===== src/rtl/vending_machine_multi.sv =====
// vending_machine_multi: multi-product coin-operated vending controller.
//
// Accepts Rs.5/10/20 coin pulses into a credit register capped at MAX_CREDIT,
// sells one of NUM_ITEMS products (price table PRICES, item i at bits
// [i*CREDIT_W +: CREDIT_W]) and pays change as a train of Rs.5 pulses.
//
// Optional feature macro: VM_STOCK_EN
//   defined   -> per-item stock counters start at STOCK_INIT; sold_out flags empty items
//   undefined -> unlimited sales, sold_out tied low
//
// Ports:
//   clk, reset                 rising-edge clock, asynchronous active-high reset
//   coin_5/coin_10/coin_20     one-cycle coin-inserted pulses
//   sel_valid, item_sel        one-cycle purchase request and item index
//   cancel                     one-cycle refund request (wins over sel_valid)
//   dispense, item_out         one-cycle product release and released item index
//   change_5                   one Rs.5 coin returned per high cycle
//   coin_reject                coin(s) from the previous cycle were not accepted
//   credit                     registered credit
//   busy                       dispensing or paying change
//   sold_out                   per-item empty flags
module vending_machine_multi #(
    parameter int NUM_ITEMS  = 4,
    parameter int SEL_W      = 2,
    parameter int CREDIT_W   = 8,
    parameter logic [NUM_ITEMS*CREDIT_W-1:0] PRICES = {8'd10, 8'd25, 8'd20, 8'd15},
    parameter int MAX_CREDIT = 50,
    parameter int STOCK_INIT = 2
) (
    input  logic                 clk,
    input  logic                 reset,
    input  logic                 coin_5,
    input  logic                 coin_10,
    input  logic                 coin_20,
    input  logic                 sel_valid,
    input  logic [SEL_W-1:0]     item_sel,
    input  logic                 cancel,
    output logic                 dispense,
    output logic [SEL_W-1:0]     item_out,
    output logic                 change_5,
    output logic                 coin_reject,
    output logic [CREDIT_W-1:0]  credit,
    output logic                 busy,
    output logic [NUM_ITEMS-1:0] sold_out
);

    localparam logic [1:0] ST_IDLE     = 2'd0;
    localparam logic [1:0] ST_DISPENSE = 2'd1;
    localparam logic [1:0] ST_CHANGE   = 2'd2;

    localparam logic [CREDIT_W:0]   MAX_C     = (CREDIT_W+1)'(MAX_CREDIT);
    localparam logic [CREDIT_W-1:0] COIN_STEP = CREDIT_W'(5);

    logic [1:0]          state_q, state_d;
    logic [CREDIT_W-1:0] credit_q, credit_d;
    logic [CREDIT_W-1:0] refund_q, refund_d;
    logic [SEL_W-1:0]    item_q, item_d;
    logic                reject_q, reject_d;

    logic                coin_any, coin_multi, coin_ok;
    logic [CREDIT_W-1:0] coin_val, credit_next, price_sel;
    logic [CREDIT_W:0]   coin_sum;
    logic                sel_known, sel_sold, sel_ok;

    always_comb begin
        coin_any   = coin_5 | coin_10 | coin_20;
        coin_multi = (coin_5 & coin_10) | (coin_5 & coin_20) | (coin_10 & coin_20);
        coin_val   = '0;
        if (coin_20)      coin_val = CREDIT_W'(20);
        else if (coin_10) coin_val = CREDIT_W'(10);
        else if (coin_5)  coin_val = CREDIT_W'(5);
        coin_sum    = {1'b0, credit_q} + {1'b0, coin_val};
        coin_ok     = coin_any && !coin_multi && (coin_sum <= MAX_C);
        credit_next = coin_ok ? coin_sum[CREDIT_W-1:0] : credit_q;

        // Lookup by match so an out-of-range index never slices past the table.
        price_sel = '0;
        sel_known = 1'b0;
        sel_sold  = 1'b0;
        for (int i = 0; i < NUM_ITEMS; i++) begin
            if (item_sel == SEL_W'(i)) begin
                price_sel = PRICES[i*CREDIT_W +: CREDIT_W];
                sel_known = 1'b1;
                sel_sold  = sold_out[i];
            end
        end
        sel_ok = sel_valid && sel_known && !sel_sold && (credit_next >= price_sel);
    end

    always_comb begin
        state_d  = state_q;
        credit_d = credit_q;
        refund_d = refund_q;
        item_d   = item_q;
        reject_d = 1'b0;
        case (state_q)
            ST_IDLE: begin
                reject_d = coin_any && !coin_ok;
                credit_d = credit_next;
                if (cancel) begin
                    credit_d = '0;
                    refund_d = credit_next;
                    if (credit_next != '0) state_d = ST_CHANGE;
                end else if (sel_ok) begin
                    credit_d = '0;
                    refund_d = credit_next - price_sel;
                    item_d   = item_sel;
                    state_d  = ST_DISPENSE;
                end
            end
            ST_DISPENSE: begin
                reject_d = coin_any;
                state_d  = (refund_q != '0) ? ST_CHANGE : ST_IDLE;
            end
            ST_CHANGE: begin
                reject_d = coin_any;
                if (refund_q <= COIN_STEP) begin
                    refund_d = '0;
                    state_d  = ST_IDLE;
                end else begin
                    refund_d = refund_q - COIN_STEP;
                end
            end
            default: state_d = ST_IDLE;
        endcase
    end

    always_ff @(posedge clk or posedge reset) begin
        if (reset) begin
            state_q  <= ST_IDLE;
            credit_q <= '0;
            refund_q <= '0;
            item_q   <= '0;
            reject_q <= 1'b0;
        end else begin
            state_q  <= state_d;
            credit_q <= credit_d;
            refund_q <= refund_d;
            item_q   <= item_d;
            reject_q <= reject_d;
        end
    end

    assign dispense    = (state_q == ST_DISPENSE);
    assign change_5    = (state_q == ST_CHANGE);
    assign busy        = (state_q != ST_IDLE);
    assign coin_reject = reject_q;
    assign credit      = credit_q;
    assign item_out    = item_q;

`ifdef VM_STOCK_EN
    localparam int STOCK_W = (STOCK_INIT > 0) ? $clog2(STOCK_INIT + 1) : 1;
    localparam logic [STOCK_W-1:0] STOCK_RST = STOCK_W'(STOCK_INIT);

    logic [STOCK_W-1:0] stock_q [NUM_ITEMS];
    logic [STOCK_W-1:0] stock_d [NUM_ITEMS];

    always_comb begin
        for (int i = 0; i < NUM_ITEMS; i++) begin
            stock_d[i]  = stock_q[i];
            sold_out[i] = (stock_q[i] == '0);
            if (dispense && (item_q == SEL_W'(i)) && (stock_q[i] != '0)) begin
                stock_d[i] = stock_q[i] - STOCK_W'(1);
            end
        end
    end

    always_ff @(posedge clk or posedge reset) begin
        if (reset) begin
            for (int i = 0; i < NUM_ITEMS; i++) stock_q[i] <= STOCK_RST;
        end else begin
            stock_q <= stock_d;
        end
    end
`else
    logic unused_stock_init;
    assign unused_stock_init = ^STOCK_INIT;
    assign sold_out = '0;
`endif

endmodule

===== config.mk =====
export PLATFORM = sky130hd
export DESIGN_NAME = vending_machine_multi
export DESIGN_NICKNAME = d
export VERILOG_FILES = /design/src/rtl/vending_machine_multi.sv
export SDC_FILE = /design/constraint.sdc
export NUM_CORES = 1
export LEC_CHECK = 0
export ABC_AREA = 1
export BUFFER_PORTS_ARGS = -buffer_cell sky130_fd_sc_hd__buf_2
export CORE_MARGIN = 2
export CORE_UTILIZATION = 50
export DETAILED_ROUTE_END_ITERATION = 8
export PLACE_DENSITY = 0.73
export SLEW_MARGIN = 15
export SYNTH_ARGS = -nofsm -noshare
export SYNTH_HDL_FRONTEND = slang
export SYNTH_SLANG_ARGS = --single-unit

===== constraint.sdc =====
create_clock -name clk -period 3.5 [get_ports clk]
set_input_delay 0.525 -clock clk [delete_from_list [all_inputs] [get_ports clk]]
set_output_delay 0.525 -clock clk [all_outputs]
set_load 0.005 [all_outputs]

==> results of run 1 <==
## metal layers
layer / up-vias / wire, um / track usage / part of all wire
li1: 1227 / - / - / -
met5: - / 0 / 0 / 0
met3: 28 / 415 / 0.0260 / 0.058
met1: 1242 / 3100 / 0.361 / 0.43
met2: 125 / 3480 / 0.415 / 0.48
met4: 0 / 211 / 0.0726 / 0.029
## per-stage QoR
| stage | utilization | hold WS (ns) | worst slack (ns) | setup TNS, ns | cell area [sq um] |
|---|---|---|---|---|---|
| 2_1_floorplan | - | 0.488 | 0.0639 | 0 | 2220 |
| 3_3_place_gp | 0.625 | 0.478 | -0.275 | -4.68 | 2680 |
| 3_5_place_dp | 0.625 | 0.496 | -0.368 | -6.40 | 2680 |
| 4_1_cts | 0.638 | 0.441 | 0.00660 | 0 | 2740 |
| 5_1_grt | 0.716 | 0.488 | -0.159 | -1.71 | 3070 |
| 6_report | 0.716 | 0.390 | 0.00408 | 0 | 3070 |
## report_power, final
part	total, mW	switching, mW	internal (mW)
logic	1.91	1.08	0.837
clock network	0.175	0.0954	0.0798
registers	0.449	0.100	0.349
total	2.54	1.27	1.27
## registers in the layout, indices dropped and copies added, names as in the netlist
register	cells
credit	8
coin_reject	1
item_out	2
state_q	2
refund_q	8
## Yosys cell counts (2+ instances only)
cell / count / area (sq um)
nand2_1: 84 / 315
inv_1: 52 / 195
nor2_1: 29 / 109
nand3_1: 24 / 120
dfrtp_1: 21 / 526
ha_1: 20 / 250
o21ai_0: 19 / 95.1
nand2_2: 13 / 81.3
a21oi_1: 9 / 45.0
nor3_1: 8 / 40.0
nand4_1: 7 / 43.8
nand3_2: 6 / 60.1
xor2_1: 6 / 52.6
o22ai_1: 5 / 31.3
buf_4: 4 / 30.0
inv_2: 4 / 15.0
o21ai_1: 4 / 20.0
buf_6: 2 / 22.5
clkinv_1: 2 / 7.51
o21a_1: 2 / 15.0
## worst reg2reg max path: cells and delay by family, from the launching register on
family | cells | cell delay [ns]
AOI/OAI and AO/OA | 6 | 1.09
adders and majority gates | 2 | 0.39
buffers and inverters | 5 | 0.36
DFF | 1 | 0.45
and+or+nand+nor | 11 | 1.13
## final timing paths
path	depth (start not counted)	to	slack, ns
hold / removal	2	refund_q[5]	0.39
setup / recovery	30	credit[7]	0.004
min in group clk	1	item_out[1]	0.51
hold reg to reg	1	item_out[1]	0.51
max in group asynchronous	2	credit[1]	2.53
setup reg to reg	24	credit[7]	0.02
## kinds of logic (layout without fill, tap and decap cells)
| group | after synthesis | count (layout) | synth area share |
|---|---|---|---|
| buffers and inverters | 65 | 141 | 0.124 |
| AND/OR/NAND/NOR | 175 | 176 | 0.366 |
| other | 1 | 4 | 0.00170 |
| flip-flops | 21 | 21 | 0.238 |
| AO/OA/AOI/OAI | 46 | 46 | 0.125 |
| XOR/XNOR | 7 | 7 | 0.0278 |
| adder cells (fa/ha/maj) | 21 | 21 | 0.118 |
## final cells by class
type	instances	area share
flip-flops and latches	21	0.171
repair buffers	79	0.183
inverters	58	0.0733
well taps	52	0.0212
clock buffers	3	0.0134
clock inverters	1	0.00163
multi-input cells	254	0.536
## what timing repair did
| item | 4_1_cts | 5_1_grt |
|---|---|---|
| buffers inserted | 0 | 11 |
| resized for setup | 3 | 62 |
| endpoints found under the setup margin | 20 | 20 |
| cloned | 0 | 1 |
| pin swaps | 0 | 27 |
==> flow_summary.json, run 1 <==
{
  "worst_pin_slew_ns": 0.818,
  "ant_nets": 0,
  "routabilityCongestion": 0.884,
  "synthesis.area_sq_um": 2210,
  "cp_max_fo": 7,
  "die_h_um": 70.5,
  "crit_path_frequent_cell": "nand2_2",
  "synth_warnings": 0,
  "cts_buffers": 3,
  "netlist_instances": 336,
  "seqCellArea_sq_um": 527,
  "rsz0062_at_grt": "true",
  "coreArea_sq_um": 4290,
  "max_stage_delay_ns": 0.23,
  "clock_insertion_delay_worst_skew_ns": 0.28,
  "start_util": 0.514,
  "io_buffers": 22,
  "relSlewSlack": 0.454,
  "fillers": 331,
  "dpl.cell_count": 452,
  "avgSynthCellArea_sq_um": 6.57,
  "path_class": "primary input to flop",
  "ys_seq_area_frac": 0.238,
  "synthArstFlopShare": 1.00,
  "fin_total_pwr_mw": 2.54,
  "first_pass_iters": 7,
  "p_leak_nw": 1.66,
  "r2r-start": "credit[1]",
  "tritoncts": "built",
  "grt_pass1_wl_mm": 10.3,
  "viasPerCell": 5.60,
  "critPathSlowestCell": "o21ai_4",
  "multi_input_area_sq_um": 1650,
  "vdd_drop_max_mv": 0.405,
  "postCtsHoldBufs": 0,
  "period_share": 0.999,
  "ys_ff_latch": 21,
  "synth_enable_flop_cells": 0,
  "htreeDepth": 1,
  "status": "complete, no violations",
  "antenna_found_initial": 0,
  "cts_sinks": 21,
  "drc": 0,
  "wire_per_inst_um": 15.4,
  "slew_violations": 0,
  "worst_ep_arrival_time_ns": 3.70,
  "instances_no_fill": 468,
  "startpoint_type": "primary input",
  "antennaDiodeCount": 0,
  "fmax_mhz": 286,
  "startpoint": "coin_20",
  "grt_pass1_vias": 2265,
  "dpl.hpwl_mm": 4.86,
  "crit_family": "simple AND/OR/NAND/NOR gates",
  "synth_cell_type_count": 35,
  "grtUsageTotal": 0.256,
  "drv_cap": 0,
  "nets": 446,
  "cp-end-kind": "flop",
  "hold_viol": 0,
  "routed-via-count": 2622,
  "first_iter_violations": 198,
  "finalSetupViolations": 0,
  "hp-class": "primary input to async pin",
  "final_cell_mix": "nand2_1 (72), buf_4 (55), inv_1 (47)",
  "die_x_um": 70.5,
  "p_per_area_nw_per_um2": 826,
  "path_clk_slew_ns": 0.10,
  "grt_max_degree": 22,
  "cts_buffer_depth": 2,
  "drive_above_1_share": 0.373,
  "syn_to_final_growth_pct": 39.2,
  "worst-endpoint-required_ns": 3.70,
  "routed_wl_mm": 7.21,
  "fin_skew_ns": 0.0145,
  "crit_buf_inv": 7,
  "io_pins": 27,
  "synth-main-ff-cell": "dfrtp_1",
  "final_common_cell": "nand2_1",
  "fin_crit_ns": 3.50,
  "rows": 24,
  "root_buffer": "clkbuf_8",
  "die-area_sq_um": 4960,
  "grt_remaining_overflow": 0
}
Note: power is estimated with default switching activity, not from simulation.
==> run 2: changes to the inputs <==
ABC_AREA = not set   (was 1)
==> flow_summary.json, run 2 <==
{
  "synth_warnings": 0,
  "avgSynthCellArea_sq_um": 8.40,
  "cp_max_fo": 6,
  "period_share": 1.16,
  "final_util": 0.743,
  "synth_cell_type_count": 68,
  "grt_max_degree": 22,
  "max_stage_delay_ns": 0.34,
  "fin_crit_ns": 4.04,
  "cts_buffer_depth": 2,
  "pwr-share-seq": 0.152,
  "path_clk_slew_ns": 0.08,
  "synth_top_area_share": 0.231,
  "vdd_drop_max_mv": 0.532,
  "first_iter_violations": 216,
  "synth.most_common_cell": "inv_1",
  "clock_insertion_delay_worst_skew_ns": 0.26,
  "synth-main-ff-cell": "dfrtp_1",
  "path_class": "primary input to flop",
  "ys_ff_latch": 21,
  "htreeDepth": 1,
  "grtUsageTotal": 0.279,
  "place_ws_ns": -0.889,
  "setup-tns-final_ns": -9.05,
  "clock_power_share": 0.057,
  "viasPerCell": 6.20,
  "routed-via-count": 2536,
  "die_h_um": 71.5,
  "slew_violations": 0,
  "finalSetupViolations": 20,
  "dpl.hpwl_mm": 5.24,
  "crit_chain": "buf_8 > inv_8 > nor3_4 > ha_2 > buf_6 > and3_4 > o31ai_4 > mux2i_2 > nor2_2 > o21ai_4 > mux2i_2 > ha_2 > inv_2 > ha_4 > a21o_1 > a21oi_2 > nor2b_2 > a31o_1 > o31a_4 > nand2_4 > mux2_4",
  "coreArea_sq_um": 4380,
  "cts_sinks": 21,
  "cp-end-kind": "flop",
  "first_pass_iters": 5,
  "worst_pin_slew_ns": 0.816,
  "syn_to_final_growth_pct": 43.0,
  "p_per_area_nw_per_um2": 898,
  "fin_total_pwr_mw": 2.92,
  "antennaDiodeCount": 0,
  "rsz0062_at_grt": "true",
  "status": "complete, but fails checks",
  "worst_ep_arrival_time_ns": 4.20,
  "fmax_mhz": 247,
  "die_x_um": 71.5,
  "r2r-start": "credit[0]",
  "worst-endpoint-required_ns": 3.66,
  "drc": 0,
  "netSwitchingFraction": 0.469,
  "synth_area_leaders": "dfrtp_1 (23%), ha_1 (11%), inv_1 (4.1%), mux2i_1 (3.1%), o2bb2ai_1 (2.7%)",
  "relSlewSlack": 0.455,
  "die-area_sq_um": 5110,
  "violations": "negative setup slack",
  "ant_nets": 0,
  "reg2reg_depth": 18,
  "routed_wl_mm": 7.32,
  "intPower_mw": 1.55,
  "synth_commonest_cells": "inv_1 (25), dfrtp_1 (21), ha_1 (20)",
  "fin_skew_ns": 0.00274,
  "critPathSlowestCell": "o31a_4",
  "routabilityCongestion": 0.954,
  "drv_cap": 0,
  "startpoint_type": "primary input",
  "ys_seq_area_frac": 0.231,
  "final_cell_mix": "buf_4 (66), inv_1 (22), dfrtp_1 (21)",
  "nets": 387,
  "hold_viol": 0,
  "drive_above_1_share": 0.429,
  "synthArstFlopShare": 1.00,
  "cts_buffers": 3,
  "grt_remaining_overflow": 0,
  "crit_buf_inv": 4,
  "combPwrFrac": 0.791,
  "io_pins": 27,
  "r2r-end": "refund_q[0]",
  "synthesis.area_sq_um": 2280,
  "p_switching_mw": 1.37,
  "p_leak_nw": 1.53,
  "start_util": 0.519,
  "io_buffers": 22,
  "synth_area_leader_cell": "dfrtp_1",
  "antenna_found_initial": 0,
  "grt_pass1_vias": 2411,
  "startpoint": "coin_5",
  "path_depth": 21,
  "crit_family": "compound AO/OA/AOI/OAI gates",
  "fin_ws_ns": -0.544,
  "rrSetupSlack_ns": -0.48,
  "tritoncts": "built",
  "rows": 24,
  "root_buffer": "clkbuf_8",
  "whs_ns": 0.411,
  "wire_per_inst_um": 17.9,
  "netlist_instances": 271,
  "synth_enable_flop_cells": 0,
  "hp-class": "primary input to async pin",
  "final_common_cell": "buf_4",
  "grt_pass1_wl_mm": 11.5
}
## run 2: what timing repair did
action | in CTS | in global routing
setup buffers | 5 | 3
hold buffers | 0 | 0
pin swaps | 11 | 4
gates resized for setup | 24 | 33
endpoints found under the setup margin | 20 | 20
## run 2: how the worst max path moves through the flow
stage | to | slack, ns
after detailed placement | refund_q[2] | -0.89
after global placement | item_out[0] | -0.79
final | refund_q[0] | -0.54
after CTS | refund_q[0] | -0.46
after floorplan | refund_q[0] | -0.73
after global routing | refund_q[1] | -0.61
## run 2: power groups by stage
stage	Clock (mW)	Combinational, mW	Sequential, mW
global placement	0	1.95	0.436
finish	0.167	2.31	0.444
CTS	0.165	2.10	0.438
detailed placement	0	2.00	0.438
global route	0.176	2.49	0.458
floorplan	0	1.26	0.436
## run 2: per-layer routing
metal | up-vias | GRT usage | wire length [um]
met3 | 22 | 0.0323 | 476
met5 | - | 0 | 0
met2 | 113 | 0.483 | 3570
met4 | 0 | 0.0524 | 238
met1 | 1225 | 0.379 | 3030
li1 | 1176 | - | -
## run 2: worst reg2reg max path, cell delays in order (launching register included)
cell,delay [ns]
dfrtp_1,0.39
ha_2,0.21
buf_6,0.13
and3_4,0.19
o31ai_4,0.23
mux2i_2,0.31
nor2_2,0.10
o21ai_4,0.28
mux2i_2,0.29
ha_2,0.23
inv_2,0.05
ha_4,0.15
a21o_1,0.16
a21oi_2,0.13
nor2b_2,0.06
a31o_1,0.21
o31a_4,0.34
nand2_4,0.10
mux2_4,0.30
## run 2: area by class of cell
| cell class | instances | area [sq um] |
|---|---|---|
| multi-input cells | 216 | 1850 |
| fillers | 313 | 1130 |
| repair buffers | 91 | 666 |
| flip-flops and latches | 21 | 526 |
| inverters | 25 | 101 |
| well taps | 52 | 65.1 |
| clock buffers | 3 | 41.3 |
| clock inverters | 1 | 5.00 |
## run 2: logic make-up after synthesis
| group | synth area share |
|---|---|
| compound gates | 0.285 |
| flops | 0.231 |
| simple gates | 0.210 |
| xor+xnor | 0.0341 |
| buf+inv | 0.0780 |
| other cells | 0.00165 |
| fa+ha+maj | 0.110 |
| mux | 0.0505 |
## run 2: metrics by stage
| stage | std cells | instance area (sq um) |
|---|---|---|
| 2_1_floorplan | 274 | 2350 |
| 3_3_place_gp | 397 | 2890 |
| 3_5_place_dp | 397 | 2890 |
| 4_1_cts | 406 | 3090 |
| 5_1_grt | 409 | 3260 |
| 6_report | 409 | 3260 |
==> run 3: changes to the inputs <==
PLACE_DENSITY = not set   (was 0.73)
PLACE_DENSITY_LB_ADDON = 0.15   (was not set)
==> flow_summary.json, run 3 (synthesis gave the netlist of run 2 again) <==
{
  "netSwitchingFraction": 0.463,
  "critPathSlowestCell": "o31a_4",
  "nets": 401,
  "combPwrFrac": 0.802,
  "postLayoutCellArea_sq_um": 3310,
  "routabilityCongestion": 0.901,
  "startpoint": "coin_20",
  "fin_crit_ns": 4.11,
  "syn_to_final_growth_pct": 45.5,
  "r2r-end": "refund_q[1]",
  "crit_family": "compound AO/OA/AOI/OAI gates",
  "drc": 0,
  "place_area_sq_um": 2930,
  "root_buffer": "clkbuf_8",
  "vdd_drop_max_mv": 0.528,
  "hold_viol": 0,
  "fmax_mhz": 243,
  "final_common_cell": "buf_4",
  "hp-class": "primary input to async pin",
  "relSlewSlack": 0.319,
  "coreArea_sq_um": 4380,
  "endpoint": "refund_q[1]",
  "grt_max_degree": 22,
  "reg2reg_depth": 19,
  "pwr-share-seq": 0.144,
  "clock_power_share": 0.053,
  "path_clk_slew_ns": 0.08,
  "path_class": "primary input to flop",
  "path_depth": 20,
  "postCtsHoldBufs": 0,
  "worst_pin_slew_ns": 1.01,
  "io_pins": 27,
  "cp-end-kind": "flop",
  "fin_total_pwr_mw": 3.04,
  "p_switching_mw": 1.41,
  "viasPerCell": 5.97,
  "first_iter_violations": 159,
  "rrSetupSlack_ns": -0.50,
  "die-area_sq_um": 5110,
  "p_leak_nw": 1.60,
  "drive_above_1_share": 0.429,
  "place_ws_ns": -0.863,
  "routed-via-count": 2525,
  "first_pass_iters": 4,
  "tritoncts": "built",
  "fin_ws_ns": -0.607,
  "p_per_area_nw_per_um2": 918,
  "final_cell_mix": "buf_4 (78), inv_1 (23), dfrtp_1 (21)",
  "grt_pass1_wl_mm": 11.7,
  "worst-endpoint-required_ns": 3.65,
  "crit_buf_inv": 3,
  "fin_skew_ns": 0.00274,
  "io_buffers": 22,
  "period_share": 1.17,
  "routed_wl_mm": 7.53,
  "die_h_um": 71.5,
  "htreeDepth": 1,
  "dpl.hpwl_mm": 5.24,
  "worst_ep_arrival_time_ns": 4.26,
  "die_x_um": 71.5,
  "grt_pass1_vias": 2467,
  "cts_buffer_depth": 2,
  "slew_violations": 0,
  "cts_buffers": 3,
  "intPower_mw": 1.63,
  "finalSetupViolations": 20,
  "antenna_found_initial": 0,
  "clock_insertion_delay_worst_skew_ns": 0.26,
  "wire_per_inst_um": 17.8,
  "rows": 24,
  "whs_ns": 0.403,
  "max_stage_delay_ns": 0.41,
  "status": "complete, but fails checks",
  "startpoint_type": "primary input",
  "r2r-start": "credit[2]",
  "grt_remaining_overflow": 0,
  "violations": "negative setup slack",
  "cts_sinks": 21,
  "antennaDiodeCount": 0,
  "crit_chain": "buf_8 > o21bai_1 > ha_2 > buf_6 > nand4b_1 > o211ai_1 > and3_1 > o22ai_2 > o21ai_4 > mux2i_2 > ha_2 > inv_2 > ha_4 > a21o_1 > a21oi_2 > nor2b_1 > a31o_1 > o31a_4 > nand2_4 > mux2_4",
  "fillers": 300,
  "start_util": 0.519,
  "drv_cap": 0,
  "ant_nets": 0,
  "cp_max_fo": 7,
  "rsz0062_at_grt": "true",
  "crit_path_frequent_cell": "ha_2",
  "grtUsageTotal": 0.290
}
[run 3: changes by cell type in the layout (fill, tap and decap cells not counted), moves of 2 or more]
cell,change
o2bb2ai_1,-3
ha_4,-2
nand2_2,-2
o21ai_1,+2
buf_6,+3
o2bb2ai_2,+3
nand2_1,+2
buf_4,+12
o21ai_2,-3
[run 3: what timing repair did]
| action | CTS | global route |
|---|---|---|
| pin swaps | 18 | 14 |
| setup buffers | 14 | 3 |
| endpoints found under the setup margin | 20 | 20 |
| cloned | 0 | 0 |
| resized for setup | 23 | 20 |
[run 3: power groups by stage]
stage	sequential, mW	clock (mW)	combinational, mW
4_1_cts	0.433	0.164	2.20
3_3_place_gp	0.434	0	1.98
2_1_floorplan	0.436	0	1.26
6_report	0.439	0.162	2.44
3_5_place_dp	0.436	0	2.00
5_1_grt	0.451	0.176	2.61
[run 3: per-stage QoR]
step,TNS [ns],cells,utilization
after floorplan,-11.58,274,-
after global placement,-14.04,402,0.668
after detailed placement,-14.73,402,0.668
after CTS,-9.18,420,0.726
after global routing,-13.48,423,0.756
final,-10.56,423,0.756
[run 3: worst min path at each step]
stage	from	endpoint	slack (ns)	cells after the start
after global routing	reset	coin_reject	0.47	2
after global placement	item_out[0]	item_out[0]	0.47	2
after floorplan	item_out[0]	item_out[0]	0.47	2
after detailed placement	item_out[0]	item_out[0]	0.48	2
final	reset	refund_q[0]	0.40	2
after CTS	reset	credit[1]	0.43	2
[run 3: cell type report]
| class | count | area (sq um) | area share |
|---|---|---|---|
| inverters | 25 | 93.8 | 0.0283 |
| well taps | 52 | 65.1 | 0.0196 |
| flip-flops and latches | 21 | 526 | 0.159 |
| clock buffers | 3 | 41.3 | 0.0125 |
| clock inverters | 1 | 5.00 | 0.00151 |
| repair buffers | 105 | 774 | 0.234 |
| multi-input cells | 216 | 1810 | 0.546 |
[run 3: metal layers]
metal / wire length (um) / vias up / GRT usage
met3: 423 / 26 / 0.0464
met4: 265 / 0 / 0.122
met5: 0 / - / 0
li1: - / 1206 / -
met2: 3650 / 93 / 0.484
met1: 3190 / 1200 / 0.372
